`src/rtl/uart_tx_fsm_ctrl.sv`:
```
// UART transmit sequencer: walks START, DATA, optional PARITY and STOP bit times, one state per CLK.
// Accepts a frame in the same cycle Data_Valid meets IDLE. Requests arriving mid-frame wait, because busy holds the datapath.
module uart_tx_fsm_ctrl #(
    parameter int DATA_WIDTH = 8,
    parameter int STOP_BITS  = 1
) (
    input  logic       CLK,
    input  logic       RST,
    input  logic       Data_Valid,
    input  logic       PAR_EN,
    output logic       ser_load,
    output logic       ser_en,
    output logic [1:0] mux_sel,
    output logic       busy,
    output logic       frame_done
);

    localparam logic [2:0] S_IDLE   = 3'd0;
    localparam logic [2:0] S_START  = 3'd1;
    localparam logic [2:0] S_DATA   = 3'd2;
    localparam logic [2:0] S_PARITY = 3'd3;
    localparam logic [2:0] S_STOP   = 3'd4;

    localparam int              CNT_W     = $clog2(DATA_WIDTH);
    localparam logic [CNT_W-1:0] BIT_LAST  = CNT_W'(DATA_WIDTH - 1);
    localparam logic            STOP_LAST = 1'(STOP_BITS - 1);

    logic [2:0]       state;
    logic [CNT_W-1:0] bit_cnt;
    logic             stop_cnt;
    logic             par_en_q;

    // Gated by RST so a held request cannot strobe the datapath during reset.
    assign ser_load = RST && Data_Valid && (state == S_IDLE);

    always_ff @(posedge CLK or negedge RST) begin
        if (!RST) begin
            state    <= S_IDLE;
            bit_cnt  <= '0;
            stop_cnt <= 1'b0;
            par_en_q <= 1'b0;
        end else begin
            case (state)
                S_IDLE: begin
                    if (ser_load) begin
                        state    <= S_START;
                        par_en_q <= PAR_EN;
                    end
                end
                S_START: begin
                    state   <= S_DATA;
                    bit_cnt <= '0;
                end
                S_DATA: begin
                    if (bit_cnt == BIT_LAST) begin
                        bit_cnt  <= '0;
                        stop_cnt <= 1'b0;
                        state    <= par_en_q ? S_PARITY : S_STOP;
                    end else begin
                        bit_cnt <= bit_cnt + 1'b1;
                    end
                end
                S_PARITY: begin
                    state    <= S_STOP;
                    stop_cnt <= 1'b0;
                end
                S_STOP: begin
                    if (stop_cnt == STOP_LAST) begin
                        state    <= S_IDLE;
                        stop_cnt <= 1'b0;
                    end else begin
                        stop_cnt <= stop_cnt + 1'b1;
                    end
                end
                default: begin
                    state    <= S_IDLE;
                    bit_cnt  <= '0;
                    stop_cnt <= 1'b0;
                end
            endcase
        end
    end

    always_comb begin
        ser_en     = 1'b0;
        mux_sel    = 2'b01;
        busy       = 1'b0;
        frame_done = 1'b0;
        case (state)
            S_START: begin
                mux_sel = 2'b00;
                busy    = 1'b1;
            end
            S_DATA: begin
                ser_en  = 1'b1;
                mux_sel = 2'b10;
                busy    = 1'b1;
            end
            S_PARITY: begin
                mux_sel = 2'b11;
                busy    = 1'b1;
            end
            S_STOP: begin
                busy       = 1'b1;
                frame_done = (stop_cnt == STOP_LAST);
            end
            default: begin
                mux_sel = 2'b01;
            end
        endcase
    end

endmodule

```
`config.mk`:
```
export PLATFORM = sky130hd
export DESIGN_NAME = uart_tx_fsm_ctrl
export DESIGN_NICKNAME = d
export VERILOG_FILES = /design/src/rtl/uart_tx_fsm_ctrl.sv
export SDC_FILE = /design/constraint.sdc
export NUM_CORES = 1
export LEC_CHECK = 0
export ABC_AREA = 1
export BUFFER_PORTS_ARGS = -buffer_cell sky130_fd_sc_hd__buf_2
export CAP_MARGIN = 10
export CORE_UTILIZATION = 30
export DETAILED_ROUTE_END_ITERATION = 7
export GPL_ROUTABILITY_DRIVEN = 0
export GPL_TIMING_DRIVEN = 0
export PLACE_DENSITY = 0.48
export SLEW_MARGIN = 20
export SYNTH_ARGS = -nofsm -noshare
export SYNTH_HDL_FRONTEND = slang
export SYNTH_SLANG_ARGS = --single-unit
```
`constraint.sdc`:
```
create_clock -name CLK -period 3.4 [get_ports CLK]
set_input_delay 0.34 -clock CLK [delete_from_list [all_inputs] [get_ports CLK]]
set_output_delay 0.34 -clock CLK [all_outputs]
set_load 0.01 [all_outputs]
```
==> flow_summary.json <==
{
  "grt_usage_pct": 12.22,
  "period_needed_ns": 1.829,
  "grt_setup_unrepaired": "no",
  "end_kind": "output pin",
  "cp.arrival_ns": 1.49,
  "critical_path.max_stage_delay_ns": 0.52,
  "vias": 359,
  "grt-ovfl-total": 0,
  "first_pass_iters": 4,
  "htree_levels": 1,
  "io_pins": 10,
  "irDropWorstVdd_uv": 277.7,
  "crit_buf_inv": 3,
  "grt_pass1_wl_mm": 1.159,
  "cts_buffers": 3,
  "hold_viol": 0,
  "status": "complete, no violations",
  "ant_nets": 0,
  "dp.final_hpwl_um": 576.7,
  "cp_top_family": "buffers and inverters",
  "numClockSinks": 7,
  "crit_path_top_delay_cell": "dlygate4sd3_1",
  "postSynthAreaPerCell_sq_um": 7.507,
  "yosys-top-cells-area": "dfrtp_1, nand2_1, ha_1",
  "setup_slack_ns": 1.571,
  "met3_length_um": 36,
  "portBuffers": 9,
  "core_area_sq_um": 1285,
  "antenna_found_initial": 0,
  "relSlewSlack_pct": 87.16,
  "crit_chain": "dlygate4sd3_1 -> buf_2 -> nand2_1 -> nor2_2 -> buf_2",
  "regArea_sq_um": 175.2,
  "finalSetupTns_ns": 0,
  "worst_pin_slew_ns": 0.1927,
  "nets": 76,
  "layout-drive-gt1-share_pct": 36.23,
  "met1_length_um": 403,
  "viasPerCell": 4.274,
  "postCtsSetupBuffers": 0,
  "path_class": "in -> out",
  "place_ws_ns": 2.016,
  "ys_seq_area_share_pct": 42.42,
  "diodes": 0,
  "synth-seq-cells": 7,
  "p_leak_nw": 0.2986,
  "wl_met2_um": 294,
  "fmax_mhz": 546.8,
  "synth_top_area_share_pct": 42.42,
  "postCtsResizedCells": 0,
  "cpMostUsedCell": "buf_2",
  "fin_cells": 84,
  "drv_slew": 0,
  "synth_top_area_cell": "dfrtp_1",
  "hold_class": "in -> reg",
  "drt-initial-drc-count": 2,
  "critPathMaxFanout": 8,
  "dp_cells": 79,
  "syn_nets": 61,
  "cts_tree": "done",
  "netlist-cell-type-count": 13,
  "synthCells": 55,
  "cts_root_buf": "clkbuf_4",
  "grt_pass1_vias": 282,
  "start_kind": "input port",
  "worst_hold_slack_ns": 0.2882,
  "multi_input_area_sq_um": 207.7,
  "rows": 13,
  "synthesis.area_sq_um": 412.9,
  "start_util_pct": 32.13,
  "die_area_sq_um": 1529,
  "yosys_warnings": 0,
  "wl_per_cell_um": 8.881,
  "drcViolationCount": 0,
  "max_cap_viol_count": 0,
  "p_per_area_nw_per_um2": 963.3,
  "fillers": 147,
  "clkLatencyLatePin_ns": 0.25,
  "setup_violations": 0,
  "top_layer": "met4",
  "chipWidth_um": 39.10,
  "die_h_um": 39.10,
  "fin_util_pct": 39.92,
  "syn2layout_area_growth_pct": 24.24,
  "path_clk_slew_ns": 0.05,
  "post-route-period-util_pct": 53.79,
  "skew_ns": 0.0001162,
  "cts.path.max_buffers": 2,
  "wl_um": 746,
  "grt_max_degree": 9,
  "worstPathRequired_ns": 3.06
}
layer usage:
metal  global-route usage [%]  vias to the layer above
met1                    14.69                      153
met3                    5.202                        2
met4                    7.759                        0
met5                        0                        -
li1                         -                      197
met2                    17.50                        7
synthesized netlist by cell type:
master and instances:
o21ai_1 3, or2_1 1, dfrtp_1 7, nand2_2 4
nor2_4 1, inv_1 5, nand3_1 1, nor2_2 4
nand2_1 18, nor2_1 5, inv_2 3, o21ai_2 1
ha_1 2
what timing repair did:
item / CTS / global route
endpoints found under the hold margin: 7 / 0
hold buffers: 1 / 0
setup endpoints to repair: 0 / 0
final timing paths:
path	depth (start not counted)	end	slack [ns]	start
min	3	par_en_q$_DFFE_PN0P_	0.29	PAR_EN
max	5	ser_load	1.57	RST
max reg2reg	6	state[0]$_DFFE_PN0P_	2.22	bit_cnt[0]$_DFFE_PN0N_
min reg2reg	2	bit_cnt[1]$_DFFE_PN0N_	0.48	bit_cnt[1]$_DFFE_PN0N_
min in group asynchronous	2	state[0]$_DFFE_PN0P_	0.46	RST
max in group asynchronous	2	bit_cnt[0]$_DFFE_PN0N_	2.76	RST
tightest hold or removal path, stage by stage:
cell and delay [ns]:
buf_2 0.07, nand2_1 0.04, nand2_1 0.05
through the flow:
step	power, mW	area (sq um)
global placement	0.4183	476.7
global route	0.5518	513.0
finish	0.4942	513.0
detailed placement	0.4220	476.7
CTS	0.5034	513.0
floorplan	0.3507	412.9
layout make-up:
cell class,count,share of cell area [%]
Multi-Input combinational cell,40,40.49
Sequential cell,7,34.15
Inverter,8,5.854
Timing Repair Buffer,10,10.73
Tap cell,15,3.659
Clock buffer,4,5.122
layout by cell type, fill, tap and decap left out, types with 2 or more instances in the layout:
master / Yosys / layout
dfrtp_1: 7 / 7
nor2_2: 4 / 4
clkbuf_4: 0 / 3
inv_2: 3 / 3
ha_1: 2 / 2
nand2_2: 4 / 4
o21ai_1: 3 / 3
buf_2: 0 / 9
nand2_1: 18 / 18
nor2_1: 5 / 5
inv_1: 5 / 5
state kept, by name, indices dropped and copies added (netlist names):
register / cells
bit_cnt: 3
state: 3
par_en_q: 1
report_power, final:
part,internal [mW],switching [mW]
Sequential,0.120,0.0298
Combinational,0.102,0.166
Clock,0.0448,0.0311
Total,0.267,0.227
cells by family after synthesis:
family | count (synthesis) | synth area share, %
flip-flops | 7 | 42.42
AND/OR/NAND/NOR | 34 | 38.48
buffers and inverters | 8 | 7.273
adder cells (fa/ha/maj) | 2 | 6.060
AO/OA/AOI/OAI | 4 | 5.757
No activity file was read; power rests on OpenSTA's default activity.
